## src/rtl/int_sequencer.sv

```systemverilog
// rtl/int_sequencer.sv - interrupt front-end for the 6502C control FSM
// Synchronises RES/NMI/IRQ pins, qualifies reset width, arbitrates at SYNC&RDY and holds the request until ack.
module int_sequencer #(
   parameter int SYNC_STAGES = 2,
   parameter int RST_MIN     = 4,
   parameter int ACK_TIMEOUT = 15
) (
   input  logic        phi1,
   input  logic        rst,
   input  logic        res_n,
   input  logic        nmi_n,
   input  logic        irq_n,
   input  logic        iflag,
   input  logic        sync,
   input  logic        rdy,
   input  logic        int_ack,
   output logic [3:0]  int_req,
   output logic        force_brk,
   output logic [15:0] vec_addr,
   output logic        nmi_pend,
   output logic        ack_err
);

   typedef enum logic {S_IDLE, S_SERVE} state_t;
   typedef enum logic [1:0] {SRC_RST, SRC_NMI, SRC_IRQ, SRC_NONE} src_t;

   localparam logic [2:0]  RST_MIN_C = 3'(RST_MIN);
   localparam logic [3:0]  TO_C      = 4'(ACK_TIMEOUT);
   localparam logic [15:0] VEC_RST   = 16'hFFFC;
   localparam logic [15:0] VEC_NMI   = 16'hFFFA;
   localparam logic [15:0] VEC_IRQ   = 16'hFFFE;

   logic [SYNC_STAGES-1:0] r_res_sync;
   logic [SYNC_STAGES-1:0] r_nmi_sync;
   logic [SYNC_STAGES-1:0] r_irq_sync;
   logic                   r_nmi_prev;
   logic                   r_nmi_latch;
   logic                   r_rst_q;
   logic [2:0]             r_rst_cnt;
   logic [3:0]             r_to_cnt;
   state_t                 r_state;
   src_t                   r_src;
   logic [3:0]             r_int_req;
   logic                   r_force_brk;
   logic [15:0]            r_vec_addr;
   logic                   r_ack_err;

   logic w_res_s;
   logic w_nmi_s;
   logic w_irq_s;
   logic w_nmi_edge;
   logic w_irq_pend;
   logic w_rst_qual;
   logic w_sample;
   logic w_nmi_clr;
   logic w_rst_clr;
   src_t w_src;

   function automatic logic [3:0] req_of(input src_t s);
      case (s)
         SRC_RST: req_of = 4'b0001;
         SRC_NMI: req_of = 4'b0010;
         SRC_IRQ: req_of = 4'b0100;
         default: req_of = 4'b0000;
      endcase
   endfunction

   function automatic logic [15:0] vec_of(input src_t s);
      case (s)
         SRC_RST: vec_of = VEC_RST;
         SRC_NMI: vec_of = VEC_NMI;
         default: vec_of = VEC_IRQ;
      endcase
   endfunction

   always_ff @(posedge phi1) begin
      if (rst) begin
         r_res_sync <= '1;
         r_nmi_sync <= '1;
         r_irq_sync <= '1;
      end else begin
         r_res_sync <= {r_res_sync[SYNC_STAGES-2:0], res_n};
         r_nmi_sync <= {r_nmi_sync[SYNC_STAGES-2:0], nmi_n};
         r_irq_sync <= {r_irq_sync[SYNC_STAGES-2:0], irq_n};
      end
   end

   assign w_res_s    = r_res_sync[SYNC_STAGES-1];
   assign w_nmi_s    = r_nmi_sync[SYNC_STAGES-1];
   assign w_irq_s    = r_irq_sync[SYNC_STAGES-1];
   assign w_nmi_edge = r_nmi_prev & ~w_nmi_s;
   assign w_irq_pend = ~w_irq_s & ~iflag;
   assign w_rst_qual = w_res_s & (r_rst_cnt == RST_MIN_C);
   assign w_sample   = sync & rdy;
   assign w_nmi_clr  = (r_state == S_SERVE) & int_ack & (r_src == SRC_NMI) & ~w_rst_qual;
   assign w_rst_clr  = (r_state == S_SERVE) & int_ack & (r_src == SRC_RST) & ~w_rst_qual;

   always_comb begin
      w_src = SRC_NONE;
      if (r_rst_q)
         w_src = SRC_RST;
      else if (r_nmi_latch)
         w_src = SRC_NMI;
      else if (w_irq_pend)
         w_src = SRC_IRQ;
   end

   // A new edge arriving with the ack must survive, so set has priority over clear.
   always_ff @(posedge phi1) begin
      if (rst) begin
         r_nmi_prev  <= 1'b1;
         r_nmi_latch <= 1'b0;
         r_rst_q     <= 1'b1;
         r_rst_cnt   <= 3'd0;
      end else begin
         r_nmi_prev <= w_nmi_s;
         if (w_nmi_edge)
            r_nmi_latch <= 1'b1;
         else if (w_nmi_clr)
            r_nmi_latch <= 1'b0;
         if (w_rst_qual)
            r_rst_q <= 1'b1;
         else if (w_rst_clr)
            r_rst_q <= 1'b0;
         if (!w_res_s) begin
            if (r_rst_cnt != RST_MIN_C)
               r_rst_cnt <= r_rst_cnt + 3'd1;
         end else begin
            r_rst_cnt <= 3'd0;
         end
      end
   end

   always_ff @(posedge phi1) begin
      if (rst) begin
         r_state     <= S_SERVE;
         r_src       <= SRC_RST;
         r_int_req   <= 4'b0001;
         r_force_brk <= 1'b1;
         r_vec_addr  <= VEC_RST;
         r_to_cnt    <= 4'd0;
         r_ack_err   <= 1'b0;
      end else if (w_rst_qual) begin
         // Qualified reset pre-empts whatever is being served.
         r_state     <= S_SERVE;
         r_src       <= SRC_RST;
         r_int_req   <= 4'b0001;
         r_force_brk <= 1'b1;
         r_vec_addr  <= VEC_RST;
         r_to_cnt    <= 4'd0;
      end else begin
         case (r_state)
            S_IDLE: begin
               if (w_sample && (w_src != SRC_NONE)) begin
                  r_state     <= S_SERVE;
                  r_src       <= w_src;
                  r_int_req   <= req_of(w_src);
                  r_force_brk <= 1'b1;
                  r_vec_addr  <= vec_of(w_src);
                  r_to_cnt    <= 4'd0;
               end
            end
            S_SERVE: begin
               if (int_ack || (r_to_cnt == TO_C)) begin
                  r_state     <= S_IDLE;
                  r_int_req   <= 4'b0000;
                  r_force_brk <= 1'b0;
                  r_vec_addr  <= VEC_IRQ;
                  r_to_cnt    <= 4'd0;
                  if (!int_ack)
                     r_ack_err <= 1'b1;
               end else begin
                  r_to_cnt <= r_to_cnt + 4'd1;
               end
            end
            default: r_state <= S_IDLE;
         endcase
      end
   end

   assign int_req   = r_int_req;
   assign force_brk = r_force_brk;
   assign vec_addr  = r_vec_addr;
   assign nmi_pend  = r_nmi_latch;
   assign ack_err   = r_ack_err;

endmodule

```

## config.mk

```make
export PLATFORM = sky130hd
export DESIGN_NAME = int_sequencer
export DESIGN_NICKNAME = d
export VERILOG_FILES = /design/src/rtl/int_sequencer.sv
export SDC_FILE = /design/constraint.sdc
export NUM_CORES = 1
export LEC_CHECK = 0
export CAP_MARGIN = 30
export CORE_ASPECT_RATIO = 0.9
export CORE_MARGIN = 3
export CORE_UTILIZATION = 35
export DETAILED_ROUTE_END_ITERATION = 10
export DONT_BUFFER_PORTS = 1
export GPL_TIMING_DRIVEN = 1
export HOLD_SLACK_MARGIN = 0.02
export PLACE_DENSITY = 0.52
export REMOVE_ABC_BUFFERS = 1
export SETUP_SLACK_MARGIN = 0.05
export SYNTH_ARGS = -nofsm -noshare
export SYNTH_HDL_FRONTEND = slang
export SYNTH_SLANG_ARGS = --single-unit
export TNS_END_PERCENT = 5
```

## constraint.sdc

```tcl
create_clock -name phi1 -period 1.2 [get_ports phi1]
set_input_delay 0.24 -clock phi1 [delete_from_list [all_inputs] [get_ports phi1]]
set_output_delay 0.24 -clock phi1 [all_outputs]
set_load 0.05 [all_outputs]
```

==> impl_metrics.py, run 1 <==
metrics = {
    "layout": {
        "n_fill_cell": 302,
        "final_core_util": 0.5069,
        "nNetsFinal": 168,
        "area_growth_pct": 36.38,
        "insertedDiodeCount": 0,
        "postLayoutCellArea_um2": 1567,
        "drive_gt1_frac": 0.4129,
    },
    "yosys": {
        "synth_area_per_cell_um2": 9.493,
        "synth_top_cell_by_area": "dfxtp_1",
        "ys_seq_area_frac": 0.4532,
        "ys.flop_type": "dfxtp_1",
        "synth_edf_count": 0,
        "syn_inst": 121,
        "async_flop_share": 0,
        "synth.area.top_cells": "dfxtp_1, buf_4, or2_2",
        "yosysWarnings": 0,
        "synth_area_um2": 1149,
        "synth_top_area_frac": 0.4532,
        "ys_ff_latch": 26,
        "ys_types": 35,
    },
    "power_and_ir_drop": {
        "ir_worst_vdd_v": 0.001059,
        "p_per_area_nw_per_um2": 1197,
        "leakage_nw": 0.6588,
    },
    "route": {
        "drt_pass1_iterations": 4,
        "via_per_inst": 4.655,
        "vias": 917,
        "wl_um": 2502,
        "postRouteAntennaNets": 0,
        "first_iter_violations": 32,
        "drc": 0,
        "wl_per_cell_um": 12.70,
    },
    "clock_network": {
        "cts_buffer_depth": 2,
        "htreeDepth": 1,
        "clock_sinks": 26,
        "insertion_delay_ns": 0.32,
        "cts_buffers": 3,
        "cts_tree": "built",
        "clockRootBuffer": "clkbuf_4",
        "clk_pin_slew_worst_paths_ns": 0.13,
    },
    "critical_path": {
        "cp-start-kind": "flip-flop",
        "crit_arrival_ns": 1.53,
        "crit_required_ns": 1.42,
        "path_max_fanout": 5,
        "cp-end-kind": "flip-flop",
        "critPathKind": "reg2reg",
    },
    "grt": {
        "overflow": 0,
        "grt_pass1_wl_um": 3960,
        "grt_pass1_vias": 869,
        "grt_use_total": 0.1306,
        "grt_max_degree": 16,
        "antenna_found_initial": 0,
    },
    "sta": {
        "fin_setup_tns_ns": -0.4352,
        "fmax_ghz": 0.7609,
        "worst_slack_ns": -0.1143,
        "hold_violations": 0,
        "drv_slew": 0,
        "period_share": 1.095,
        "fin_crit_ns": 1.314,
        "holdWs_ns": 0.1231,
        "fin_skew_ns": 0.004905,
        "finalSetupViolCount": 7,
        "rsz0062_at_grt": "true",
    },
    "outcome": {
        "status": "complete, but fails checks",
        "violations": "setup timing",
    },
    "die": {
        "initial_utilization": 0.3717,
        "core_area_um2": 3090,
        "std_cell_rows": 19,
        "dieArea_um2": 4006,
        "die_h_um": 60.35,
        "die_x_um": 66.39,
        "ioPinCount": 32,
    },
    "worst_hold_path": {
        "hold_path_class": "in2reg",
    },
    "place": {
        "dpl_cell_area_um2": 1336,
        "place_worst_setup_slack_ns": -0.2006,
        "port_buffers": 0,
        "dp_hpwl_um": 1802,
        "finalWeightedCongestion": 0.7738,
    },
    "flow_run": {
        "maxCapViolCount": 0,
    },
}
-- layer usage --
| metal | up-vias | part of all wire | track usage |
|---|---|---|---|
| met3 | 2 | 0.048 | 0.04074 |
| li1 | 459 | - | - |
| met4 | 0 | 0.0056 | 0.02609 |
| met1 | 436 | 0.47 | 0.1745 |
| met2 | 20 | 0.48 | 0.2107 |
| met5 | - | 0 | 0 |
-- registers in the layout, summed over array words and instances, names as in the netlist --
signal / flops
r_nmi_prev: 1
force_brk: 1
r_res_sync: 2
nmi_pend: 1
int_req: 3
r_irq_sync: 2
r_to_cnt: 4
ack_err: 1
r_src: 2
r_state: 1
r_rst_cnt: 3
r_rst_q: 1
vec_addr: 2
r_nmi_sync: 2
-- per-stage QoR --
| step | instances | power [W] |
|---|---|---|
| CTS | 196 | 0.001882 |
| global placement | 187 | 0.001248 |
| floorplan | 117 | 0.001168 |
| global route | 197 | 0.001964 |
| detailed placement | 187 | 0.001253 |
| finish | 197 | 0.001874 |
-- cell usage after synthesis (2+ instances only) --
| library cell | n |
|---|---|
| a31oi_1 | 3 |
| nand3_1 | 6 |
| o21ai_0 | 5 |
| conb_1 | 2 |
| nand2_1 | 3 |
| buf_4 | 16 |
| nand3b_1 | 2 |
| nor3_1 | 4 |
| a31o_2 | 3 |
| nor2_1 | 7 |
| dfxtp_1 | 26 |
| ha_1 | 3 |
| a21oi_1 | 6 |
| or2_2 | 7 |
| nand2b_1 | 4 |
| inv_1 | 5 |
-- layout make-up --
| cell class | count | area (µm²) | share of cell area |
|---|---|---|---|
| well taps | 42 | 52.55 | 0.03355 |
| clock buffers | 3 | 22.52 | 0.01438 |
| multi-input cells | 85 | 600.6 | 0.3834 |
| inverters | 6 | 22.52 | 0.01438 |
| repair buffers | 34 | 306.5 | 0.1957 |
| clock inverters | 1 | 30.03 | 0.01917 |
| flip-flops and latches | 26 | 531.8 | 0.3395 |
-- placed cells by master (no fill, tap or decap), types with 2 or more instances in the layout --
cell type / instances
o21ai_1: 3
conb_1: 15
dfxtp_1: 21
nand2b_1: 3
nand2_1: 2
o21ai_0: 2
a31oi_1: 2
nand3_1: 4
dfxtp_4: 2
nand3b_1: 2
inv_1: 5
dfxtp_2: 3
dlygate4sd3_1: 4
buf_4: 20
or2_2: 7
buf_6: 9
a31o_2: 3
nor3_1: 4
nor2_1: 7
a21oi_1: 6
clkbuf_4: 3
-- kinds of logic (layout without fill, tap and decap cells) --
kind of cell / Yosys count / in the layout / share of synthesized area
simple gates: 40 / 40 / 0.1994
other cells: 2 / 15 / 0.006538
fa+ha+maj: 3 / 3 / 0.03268
flops: 26 / 26 / 0.4532
compound gates: 25 / 25 / 0.1645
buf+inv: 23 / 44 / 0.1275
xor+xnor: 1 / 1 / 0.007627
mux: 1 / 1 / 0.008715
-- repair_timing --
| item | in CTS | in global routing |
|---|---|---|
| pin swaps | 3 | 4 |
| hold buffers | 4 | 0 |
| setup buffers | 1 | 1 |
| endpoints found under the setup margin | 17 | 25 |
| gates cloned | 0 | 0 |
| hold endpoints to repair | 12 | 0 |
| resized for setup | 17 | 16 |
-- report_power, final --
part | internal [W] | switching, W | total, W | leakage, nW
Clock | 0.000338 | 0.000253 | 0.000591 | 0.0279
Combinational | 0.000124 | 0.000238 | 0.000361 | 0.416
Sequential | 0.000896 | 0.0000264 | 0.000922 | 0.215
Total | 0.00136 | 0.000517 | 0.00187 | 0.659
-- worst max-delay path: stages (launching register included) --
cell	delay, ns
dfxtp_4	0.39
ha_4	0.15
nand3_4	0.06
nor2b_4	0.14
a21o_4	0.20
a221o_1	0.28
-- path summary, 6_finish.rpt --
check                startpoint       endpoint  slack [ns]  cells after the start
setup / recovery    r_to_cnt[1]     int_req[0]       -0.11                      5
setup reg to reg    r_to_cnt[1]     int_req[0]       -0.11                      5
hold / removal              rst      force_brk        0.12                      3
hold reg to reg   r_res_sync[0]  r_res_sync[1]        0.43                      1
(Power assumes the default switching activity.)
==> run 2, diff against run 1 <==
- PLACE_DENSITY: 0.52 -> not set
==> run 2 against run 1 <==
Against the previous run: the run still ends with setup timing left; combinational power down 4%; clock power fell by 0.8%; routed wire length decreased by 5.4%; via count is 1.2% higher; worst hold slack improved by 0.034 ns; total power is 0.94% lower; non-clock buffer count did not move; critical path type unchanged; highest routed layer unchanged.
==> impl_metrics.py, run 2 (synthesized netlist as in run 1, its figures left out) <==
metrics = {
    "outcome": {
        "status": "complete, but fails checks",
        "violations": "setup timing",
    },
    "grt": {
        "grt_pass1_wl_um": 3822,
        "busiest_layer": "met2",
        "grt_pass1_vias": 910,
        "grt_max_degree": 16,
        "use_met2": 0.2419,
        "grt_util_met3": 0.05556,
        "use_met1": 0.1259,
        "grt_use_total": 0.1249,
        "antenna_found_initial": 0,
        "overflow": 0,
    },
    "sta": {
        "finalSetupViolCount": 8,
        "fin_skew_ns": 0.001194,
        "rsz0062_at_grt": "true",
        "holdWs_ns": 0.1567,
        "period_share": 1.102,
        "fmax_ghz": 0.7560,
        "hold_violations": 0,
        "fin_crit_ns": 1.323,
        "worst_slack_ns": -0.1228,
        "drv_slew": 0,
    },
    "critical_path": {
        "cp-end-kind": "flip-flop",
        "crit_end": "int_req[0]",
        "startpoint": "r_to_cnt[1]",
        "rr_worst_depth": 5,
        "cp-start-kind": "flip-flop",
        "rrSetupSlack_ns": -0.12,
        "crit_arrival_ns": 1.54,
        "reg2reg_to": "int_req[0]",
        "path_max_fanout": 5,
        "rr_startpoint": "r_to_cnt[1]",
        "crit_required_ns": 1.42,
        "critPathKind": "reg2reg",
    },
    "die": {
        "initial_utilization": 0.3717,
        "dieArea_um2": 4006,
        "die_h_um": 60.35,
        "core_area_um2": 3090,
        "ioPinCount": 32,
        "std_cell_rows": 19,
        "die_x_um": 66.39,
    },
    "worst_hold_path": {
        "hold_path_class": "in2reg",
    },
    "place": {
        "dp_hpwl_um": 1750,
        "dpl_cell_area_um2": 1336,
        "finalWeightedCongestion": 0.7902,
        "place_worst_setup_slack_ns": -0.2359,
        "port_buffers": 0,
    },
    "route": {
        "vias": 928,
        "postRouteAntennaNets": 0,
        "drt_pass1_iterations": 5,
        "via_per_inst": 4.711,
        "wl_per_cell_um": 12.02,
        "first_iter_violations": 58,
        "drc": 0,
        "wl_um": 2367,
    },
    "clock_network": {
        "insertion_delay_ns": 0.31,
        "clockRootBuffer": "clkbuf_4",
        "cts_buffer_depth": 2,
        "cts_tree": "built",
        "htreeDepth": 1,
        "cts_buffers": 3,
        "clk_pin_slew_worst_paths_ns": 0.13,
        "clock_sinks": 26,
    },
    "layout": {
        "drive_gt1_frac": 0.4387,
        "layout_common_cells": "buf_4, dfxtp_1, conb_1, or2_2",
        "largest_register_ffs": 4,
        "area_growth_pct": 35.73,
        "final_common_cell": "buf_4",
        "nNetsFinal": 168,
        "postLayoutCellArea_um2": 1559,
        "top_register": "r_to_cnt",
        "insertedDiodeCount": 0,
        "final_core_util": 0.5045,
    },
    "power_and_ir_drop": {
        "leakage_nw": 0.6530,
        "ir_worst_vdd_v": 0.0009008,
        "p_per_area_nw_per_um2": 1191,
        "finalPower_w": 0.001857,
    },
    "flow_run": {
        "maxCapViolCount": 0,
    },
}
==> run 2: cell types whose count changed in the layout (fill, tap and decap cells not counted), moves of 2 or more <==
| cell | before | now |
|---|---|---|
| buf_4 | 20 | 23 |
| dfxtp_2 | 3 | 5 |
| buf_6 | 9 | 6 |
| inv_1 | 5 | 3 |
| nor2_1 | 7 | 5 |
| nor2_4 | 0 | 2 |
| o21ai_1 | 3 | 1 |
| inv_2 | 1 | 3 |
==> run 2: where the power goes <==
group          leakage, nW  internal [W]  switching (W)
combinational        0.410      0.000115       0.000232
clock               0.0279      0.000338       0.000248
sequential           0.215      0.000897      0.0000260
==> run 2: final cells by class <==
type                       instances  area [µm²]
fill                             277        1531
multi-input combinational         85       600.6
sequential                        26       530.5
timing repair buffer              34       300.3
tap                               42       52.55
clock inverter                     1       30.03
clock buffer                       3       22.52
inverter                           6       22.52
==> run 2: how the worst min path moves through the flow <==
stage          startpoint        end  cells past startpoint
2_1_floorplan         rst   nmi_pend                      1
3_3_place_gp          rst   nmi_pend                      1
3_5_place_dp          rst   nmi_pend                      1
4_1_cts               rst  force_brk                      3
5_1_grt               rst  force_brk                      3
6_report          int_ack    ack_err                      3
==> run 2: stage by stage <==
step                cells  setup TNS [ns]
floorplan             117          -1.702
global placement      187          -1.061
detailed placement    187          -1.504
CTS                   197         -0.3840
global route          197         -0.7722
finish                197         -0.4108
==> run 2: routing by layer <==
layer  vias up  wire length (µm)
met5         -                 0
met3         2               167
li1        460                 -
met2        32              1200
met1       434               991
met4         0                 8
==> run 2: repair_timing <==
item,CTS,global route
setup buffers,2,0
endpoints found under the hold margin,12,0
gates cloned,0,0
hold buffers,4,0
resized for setup,23,12
endpoints found under the setup margin,17,24
pin swaps,6,5
==> run 2: worst max-delay path, cell delays in order, from the launching register on <==
cell and delay (ns):
dfxtp_2 0.39, ha_4 0.14, nand3_2 0.08, nor2b_4 0.14
a21o_4 0.20, a221o_1 0.28
==> run 3, diff against run 2 <==
- CTS_BUF_LIST: not set -> sky130_fd_sc_hd__clkbuf_16
==> run 3 against run 2 <==
Against the previous run: the flow still finishes with violations (setup timing); clock skew increased by 0.0013 ns; total power is 18% higher; final area is 2.7% lower; critical path type unchanged; largest cell class unchanged.
==> impl_metrics.py, run 3 (synthesized netlist as in run 1, its figures left out) <==
metrics = {
    "power_and_ir_drop": {
        "switching_share": 0.2421,
        "clkPwrFrac": 0.430,
        "leakage_nw": 0.6504,
        "ir_worst_vdd_v": 0.0009265,
        "p_sw_w": 0.0005303,
        "intPower_w": 0.001660,
        "pwr-share-comb": 0.149,
        "p_per_area_nw_per_um2": 1445,
        "p_seq_frac": 0.421,
    },
    "clock_network": {
        "cts_buffer_depth": 2,
        "clock_sinks": 26,
        "htreeDepth": 1,
        "clk_pin_slew_worst_paths_ns": 0.06,
        "insertion_delay_ns": 0.25,
        "clockRootBuffer": "clkbuf_16",
        "cts_tree": "built",
        "cts_buffers": 3,
    },
    "die": {
        "core_area_um2": 3090,
        "die_x_um": 66.39,
        "die_h_um": 60.35,
        "dieArea_um2": 4006,
        "std_cell_rows": 19,
        "initial_utilization": 0.3717,
        "ioPinCount": 32,
    },
    "layout": {
        "n_fill_cell": 285,
        "largest_register_ffs": 4,
        "area_growth_pct": 32.03,
        "insertedDiodeCount": 0,
        "top_register": "r_to_cnt",
        "layout_common_cells": "buf_4, dfxtp_1, conb_1, nor2_1, or2_2",
        "nNetsFinal": 164,
        "final_cell_count_no_fill": 193,
        "postLayoutCellArea_um2": 1516,
        "final_common_cell": "buf_4",
        "drive_gt1_frac": 0.4172,
        "final_core_util": 0.4907,
    },
    "critical_path": {
        "rr_worst_depth": 5,
        "rr_startpoint": "r_to_cnt[1]",
        "crit_required_ns": 1.35,
        "path_max_fanout": 5,
        "crit_arrival_ns": 1.45,
        "cp-start-kind": "flip-flop",
        "rrSetupSlack_ns": -0.11,
        "critPathKind": "reg2reg",
        "reg2reg_to": "int_req[0]",
        "cp-end-kind": "flip-flop",
    },
    "sta": {
        "drv_slew": 0,
        "hold_violations": 0,
        "fmax_ghz": 0.7637,
        "rsz0062_at_grt": "true",
        "finalSetupViolCount": 6,
        "fin_skew_ns": 0.002497,
        "fin_setup_tns_ns": -0.3668,
        "worst_slack_ns": -0.1094,
        "fin_crit_ns": 1.309,
        "period_share": 1.091,
    },
    "place": {
        "dp_hpwl_um": 1750,
        "dpl_cell_area_um2": 1336,
        "place_inst": 187,
        "finalWeightedCongestion": 0.7902,
        "port_buffers": 0,
        "place_worst_setup_slack_ns": -0.2359,
    },
    "route": {
        "wl_per_cell_um": 11.93,
        "postRouteAntennaNets": 0,
        "wl_um": 2303,
        "drt_pass1_iterations": 5,
        "vias": 902,
        "via_per_inst": 4.674,
        "first_iter_violations": 27,
        "drc": 0,
    },
    "grt": {
        "grt_pass1_wl_um": 3643,
        "antenna_found_initial": 0,
        "grt_use_total": 0.1206,
        "overflow": 0,
        "grt_max_degree": 16,
        "grt_pass1_vias": 884,
    },
    "outcome": {
        "violations": "setup timing",
        "status": "complete, but fails checks",
    },
    "worst_hold_path": {
        "min_from": "rst",
        "hold_path_class": "in2reg",
        "hold_path_end": "nmi_pend",
        "hold_depth": 1,
    },
    "flow_run": {
        "maxCapViolCount": 0,
    },
}
run 3: changes by cell type in the layout (fill, tap and decap cells not counted), moves of 3 or more:
cell and change:
clkbuf_4 -3, dlygate4sd3_1 -4, buf_4 +4, buf_6 -3
clkbuf_16 +3
run 3: stage by stage:
step	total power, W	hold WS [ns]
5_1_grt	0.002272	0.03764
3_3_place_gp	0.001245	0.3126
6_report	0.002191	0.04713
2_1_floorplan	0.001168	0.3091
3_5_place_dp	0.001249	0.3122
4_1_cts	0.002213	0.03682
run 3: critical path, cell delays in order, from the launching register on:
cell,delay (ns)
dfxtp_2,0.36
ha_4,0.14
nand3_2,0.08
nor2b_4,0.14
a21o_4,0.20
a221o_1,0.28
run 3: timing repair:
item | in CTS | in global routing
pin swaps | 9 | 2
gates resized for setup | 15 | 5
gates cloned | 0 | 0
buffers inserted | 2 | 0
hold buffers | 0 | 0
setup endpoints to repair | 17 | 19
run 3: power groups by stage:
stage                     combinational (W)  clock, W  sequential [W]
after global routing               0.000348  0.000999        0.000924
after floorplan                    0.000187         0        0.000982
final                              0.000326  0.000942        0.000922
after global placement             0.000309         0        0.000935
after CTS                          0.000321  0.000970        0.000921
after detailed placement           0.000312         0        0.000938
run 3: worst max path at each step:
stage	startpoint	endpoint	slack [ns]	depth (start not counted)
detailed placement	r_rst_cnt[0]	r_state	-0.24	5
CTS	r_to_cnt[1]	int_req[0]	-0.10	5
global placement	r_rst_cnt[0]	r_state	-0.18	5
global route	r_to_cnt[1]	int_req[0]	-0.15	5
floorplan	nmi_pend	int_req[0]	-0.31	3
finish	r_to_cnt[1]	int_req[0]	-0.11	5
run 3: cell type report:
cell class	count	area, µm²	area share
tap	42	52.55	0.03465
clock inverter	1	30.03	0.01980
sequential	26	526.8	0.3474
timing repair buffer	30	236.5	0.1559
inverter	6	22.52	0.01485
multi-input combinational	85	573.1	0.3779
clock buffer	3	75.07	0.04951
run 3: layer usage:
metal	wire length, µm	GRT usage	vias to the layer above
met2	1182	0.2334	23
met4	32	0.04348	0
met3	134	0.03889	4
li1	-	-	450
met5	0	0	-
met1	953	0.1213	425
